`config.mk`:
```
export PLATFORM = sky130hd
export DESIGN_NAME = motor_relu_stream_pipe
export DESIGN_NICKNAME = d
export VERILOG_FILES = /design/src/rtl/motor_relu_stream_pipe.sv
export SDC_FILE = /design/constraint.sdc
export NUM_CORES = 1
export LEC_CHECK = 0
export CORE_MARGIN = 4
export CORE_UTILIZATION = 35
export CTS_BUF_LIST = sky130_fd_sc_hd__clkbuf_4
export DETAILED_ROUTE_END_ITERATION = 6
export GPL_TIMING_DRIVEN = 0
export HOLD_SLACK_MARGIN = 0.08
export SLEW_MARGIN = 20
export SYNTH_ARGS = -nofsm -noshare
export SYNTH_HDL_FRONTEND = slang
export SYNTH_SLANG_ARGS = --single-unit
export TNS_END_PERCENT = 100
```
`constraint.sdc`:
```
create_clock -name ap_clk -period 6.4 [get_ports ap_clk]
set_clock_uncertainty 0.2 [all_clocks]
set_input_delay 1.28 -clock ap_clk [delete_from_list [all_inputs] [get_ports ap_clk]]
set_output_delay 1.28 -clock ap_clk [all_outputs]
set_load 0.02 [all_outputs]
```
`src/rtl/motor_relu_stream_pipe.sv`:
```
// Two-stage streaming activation for packed fixed-point channels.
// The activation function (ReLU, leaky ReLU or clipped ReLU) is chosen at
// elaboration time. Stage 1 registers the input beat together with its
// per-channel sign and ceiling flags. Stage 2 registers the activated result,
// which drives out_data directly. A valid/ready handshake sustains one beat
// per cycle under backpressure. A saturating counter records how many beats
// had at least one channel clipped.
module motor_relu_stream_pipe #(
    parameter int unsigned N_CH       = 4,
    parameter int unsigned W          = 18,
    parameter int unsigned I          = 7,
    parameter int unsigned MODE       = 0,
    parameter int unsigned LEAK_SHIFT = 3,
    parameter int unsigned CLIP_INT   = 6
) (
    input  logic              ap_clk,
    input  logic              ap_rst,
    input  logic              in_valid,
    output logic              in_ready,
    input  logic [N_CH*W-1:0] in_data,
    output logic              out_valid,
    input  logic              out_ready,
    output logic [N_CH*W-1:0] out_data,
    output logic [15:0]       clip_cnt,
    input  logic              clip_cnt_clr
);

    localparam int unsigned F       = W - I;
    localparam longint      CapL    = longint'(CLIP_INT) << F;
    localparam longint      MaxPosL = (longint'(1) << (W - 1)) - 1;
    localparam logic signed [W-1:0] Cap = CapL[W-1:0];

    // A clip ceiling that cannot be represented would silently wrap negative.
    if (CapL > MaxPosL) begin : gen_cap_range_check
        $error("motor_relu_stream_pipe: CLIP_INT << F exceeds the largest positive W-bit value");
    end

    if (MODE > 2) begin : gen_mode_check
        $error("motor_relu_stream_pipe: MODE must be 0, 1 or 2");
    end

    // Stage 1: registered input beat and per-channel classification flags.
    logic              v1_q, v1_d;
    logic [N_CH*W-1:0] x1_q, x1_d;
    logic [N_CH-1:0]   pos1_q, pos1_d;
    logic [N_CH-1:0]   neg1_q, neg1_d;
    logic [N_CH-1:0]   over1_q, over1_d;

    // Stage 2: activated result.
    logic              v2_q, v2_d;
    logic [N_CH*W-1:0] y2_q, y2_d;

    // Clip monitor.
    logic [15:0]       cnt_q, cnt_d;
    logic              clip_hit;

    // Stage enables.
    logic              e1, e2;

    // A stage may load when it is empty or when its contents move on this cycle.
    always_comb begin
        e2       = !v2_q || out_ready;
        e1       = !v1_q || e2;
        in_ready = e1;
    end

    // Stage 1 next state: capture the accepted beat and classify each channel.
    always_comb begin
        logic signed [W-1:0] x;
        x       = '0;
        v1_d    = v1_q;
        x1_d    = x1_q;
        pos1_d  = pos1_q;
        neg1_d  = neg1_q;
        over1_d = over1_q;
        if (e1) begin
            v1_d = in_valid;
            if (in_valid) begin
                x1_d = in_data;
                for (int k = 0; k < int'(N_CH); k++) begin
                    x          = $signed(in_data[k*W +: W]);
                    pos1_d[k]  = (x > 0);
                    neg1_d[k]  = (x < 0);
                    // The ceiling flag only has meaning for the clipped variant.
                    over1_d[k] = (MODE == 2) && (x > Cap);
                end
            end
        end
    end

    // Stage 2 next state: select the activated value per channel.
    always_comb begin
        logic signed [W-1:0] x;
        logic signed [W-1:0] y;
        x    = '0;
        y    = '0;
        v2_d = v2_q;
        y2_d = y2_q;
        if (e2) begin
            v2_d = v1_q;
            if (v1_q) begin
                for (int k = 0; k < int'(N_CH); k++) begin
                    x = $signed(x1_q[k*W +: W]);
                    case (MODE)
                        0: y = pos1_q[k] ? x : '0;
                        // Arithmetic shift floors toward minus infinity.
                        1: y = neg1_q[k] ? (x >>> LEAK_SHIFT) : x;
                        default: begin
                            if (!pos1_q[k]) begin
                                y = '0;
                            end else if (over1_q[k]) begin
                                y = Cap;
                            end else begin
                                y = x;
                            end
                        end
                    endcase
                    y2_d[k*W +: W] = y;
                end
            end
        end
    end

    // Clip counter next state: counts beats moving S1 to S2 with any channel over the ceiling.
    always_comb begin
        clip_hit = (MODE == 2) && v1_q && e2 && (|over1_q);
        cnt_d    = cnt_q;
        if (clip_cnt_clr) begin
            cnt_d = '0;
        end else if (clip_hit && (cnt_q != 16'hFFFF)) begin
            cnt_d = cnt_q + 16'd1;
        end
    end

    // State registers; reset discards all in-flight beats.
    always_ff @(posedge ap_clk or posedge ap_rst) begin
        if (ap_rst) begin
            v1_q    <= 1'b0;
            x1_q    <= '0;
            pos1_q  <= '0;
            neg1_q  <= '0;
            over1_q <= '0;
            v2_q    <= 1'b0;
            y2_q    <= '0;
            cnt_q   <= '0;
        end else begin
            v1_q    <= v1_d;
            x1_q    <= x1_d;
            pos1_q  <= pos1_d;
            neg1_q  <= neg1_d;
            over1_q <= over1_d;
            v2_q    <= v2_d;
            y2_q    <= y2_d;
            cnt_q   <= cnt_d;
        end
    end

    // Outputs come straight from stage-2 and counter registers.
    always_comb begin
        out_valid = v2_q;
        out_data  = y2_q;
        clip_cnt  = cnt_q;
    end

endmodule
```
==> impl_metrics.py <==
metrics = {
    "run_status": {
        "outcome": "finished clean",
    },
    "cts": {
        "cts_tree": "built",
        "hold_buffers": 0,
        "cts_setup_buffers": 0,
        "insertion_delay_ns": 0.55,
        "cts_sinks": 150,
        "cts_made_buffers": 17,
        "cts_root_buffer": "clkbuf_4",
        "ctsResizeCount": 0,
        "clock_path_buffers": 2,
        "cts_max_level": 4,
        "clk_pin_slew_ns": 0.11,
    },
    "setup_path": {
        "cp_slowest_stage_delay_ns": 0.63,
        "path_max_fanout": 8,
        "worstPathRequired_ns": 4.92,
        "cp-start-kind": "input pin",
        "cp_num_buf_inv": 2,
        "crit_chain": "clkdlybuf4s50_1, nand3b_4, clkdlybuf4s50_1",
        "critPathKind": "in -> out",
        "critPathCaptureType": "primary output",
        "cp.arrival_ns": 2.59,
        "crit_path_top_delay_cell": "clkdlybuf4s50_1",
        "rrSetupSlack_ns": 4.65,
        "path_common_cell": "clkdlybuf4s50_1",
        "crit_family": "buffers and inverters",
    },
    "timing": {
        "tightestPinTransition_ns": 0.584,
        "period_minus_slack_ns": 4.07,
        "max_freq_mhz": 245,
        "maxSlewViolCount": 0,
        "period_share_pct": 63.7,
        "slew_headroom_pct": 61.1,
        "finalHoldViolCount": 0,
        "rsz0062_at_grt": "no",
        "setup_viol_count_final": 0,
    },
    "synth": {
        "synthFlopType": "dfrtp_1",
        "ys_ff_latch": 150,
        "syn_inst": 678,
        "netlist_top_cells_area": "dfrtp_1, nand2_1, o21ai_0",
        "synth_largest_area_cell": "dfrtp_1",
        "ys_warn_count": 0,
        "synth.cell_area_sq_um": 6060,
        "async_flop_share_pct": 100,
        "avgSynthCellArea_sq_um": 8.94,
        "yosysSeqAreaShare_pct": 61.9,
        "synth_edf_count": 0,
        "synth.distinct_cells": 18,
        "synth_top_area_share_pct": 61.9,
        "post-synth-top-count-cell": "nand2_1",
        "synth_common_cells": "nand2_1, dfrtp_1, o21ai_0, buf_4",
    },
    "worst_hold_path": {
        "hold_class": "reg -> reg",
    },
    "placement": {
        "routabilityCongestion": 0.819,
        "hpwlAfterDp_microns": 11300,
        "io_buffers": 149,
    },
    "global_routing": {
        "antenna_found_initial": 2,
        "grt_pass1_wl_microns": 25100,
        "gr-total-overflow": 0,
        "gr-usage-all-layers_pct": 16.3,
        "grt_max_degree": 82,
        "first_global_vias": 4735,
    },
    "route": {
        "drtIter0Drc": 261,
        "remaining_drc_errors": 0,
        "dr.pass1.iters": 4,
        "viasPerCell": 4.52,
        "drt-total-wl_microns": 15800,
        "ant_nets": 0,
        "vias": 4950,
        "wire_per_inst_microns": 14.4,
    },
    "die": {
        "io_pins": 167,
        "dieArea_sq_um": 19500,
        "dieWidth_microns": 140,
        "core-area_sq_um": 16800,
        "start_util_pct": 36.2,
        "fp.dieH_microns": 140,
        "rows": 47,
    },
    "power_and_ir_drop": {
        "leakage_nw": 3.92,
        "power_mw": 2.41,
        "peakVddDrop_mv": 0.104,
        "power_density_nw_per_um2": 293,
    },
    "cells_and_area": {
        "drive_gt1_share_pct": 8.91,
        "nNetsFinal": 939,
        "area_growth_pct": 35.5,
        "postLayoutCoreUtil_pct": 49.0,
    },
    "flow_run": {
        "cap_violations": 0,
    },
}
-- cell type report --
type / instances / area (sq um)
diodes: 1 / 2.50
repair buffers: 150 / 1520
plain buffers: 55 / 343
well taps: 220 / 275
multi-input cells: 487 / 2020
clock buffers: 18 / 135
fillers: 1656 / 8540
inverters: 1 / 11.3
clock inverters: 14 / 159
flip-flops and latches: 150 / 3750
-- metrics by stage --
stage / cells / hold slack, ns / cell area [sq um] / TNS, ns / setup slack [ns]
after CTS: 1095 / 0.291 / 8210 / 0 / 2.32
final: 1096 / 0.285 / 8220 / 0 / 2.33
after detailed placement: 1063 / 0.262 / 7920 / 0 / 2.34
after global placement: 1062 / 0.257 / 7880 / -212.00 / -1.42
after floorplan: 693 / 0.246 / 6120 / 0 / 0.884
after global routing: 1096 / 0.304 / 8220 / 0 / 2.29
-- registers in the layout (all words and copies together) (netlist names) --
register,cells
out_data,72
x1_q,72
pos1_q,4
out_valid,1
v1_q,1
-- per-layer routing --
| layer | wire length (microns) | GRT usage [%] | vias up |
|---|---|---|---|
| met4 | 266 | 5.51 | 2 |
| met5 | 13 | 0 | - |
| met1 | 7060 | 21.5 | 2327 |
| met3 | 882 | 4.53 | 21 |
| li1 | - | - | 2493 |
| met2 | 7610 | 26.1 | 107 |
-- where the power goes --
group	switching (mW)	internal, mW
registers	0.0783	1.09
logic	0.341	0.277
clock network	0.347	0.271
-- cell families after synthesis --
| kind of cell | after synthesis | share of synthesized area (%) |
|---|---|---|
| compound gates | 80 | 6.61 |
| buf+inv | 56 | 5.72 |
| other cells | 1 | 0.0619 |
| simple gates | 391 | 25.7 |
| flops | 150 | 61.9 |
-- final timing paths --
| path | depth (start not counted) | endpoint | from |
|---|---|---|---|
| max | 3 | in_ready | out_ready |
| min | 2 | x1_q[33] | x1_q[33] |
| max reg2reg | 6 | out_data[24] | out_valid |
| min reg2reg | 2 | x1_q[33] | x1_q[33] |
| max in group asynchronous | 3 | x1_q[18] | ap_rst |
| min in group asynchronous | 2 | out_data[61] | ap_rst |
-- placed cells by master, fill, tap and decap left out, types with 10 or more instances in the layout --
master             n
o21ai_1           12
clkbuf_1          10
clkdlybuf4s50_1  149
conb_1            16
dfrtp_1          150
o21ai_0           64
clkbuf_4          18
nor4_1            16
nand2_1          361
buf_2             16
buf_4             27
-- worst reg2reg max path: cells and delay by family (launching register included) --
kind	cells	cell delay, ns
buffers and inverters	2	0.58
and+or+nand+nor	3	0.41
AOI/OAI and AO/OA	1	0.07
DFF	1	0.43
Note: power is estimated with default switching activity, not from simulation.
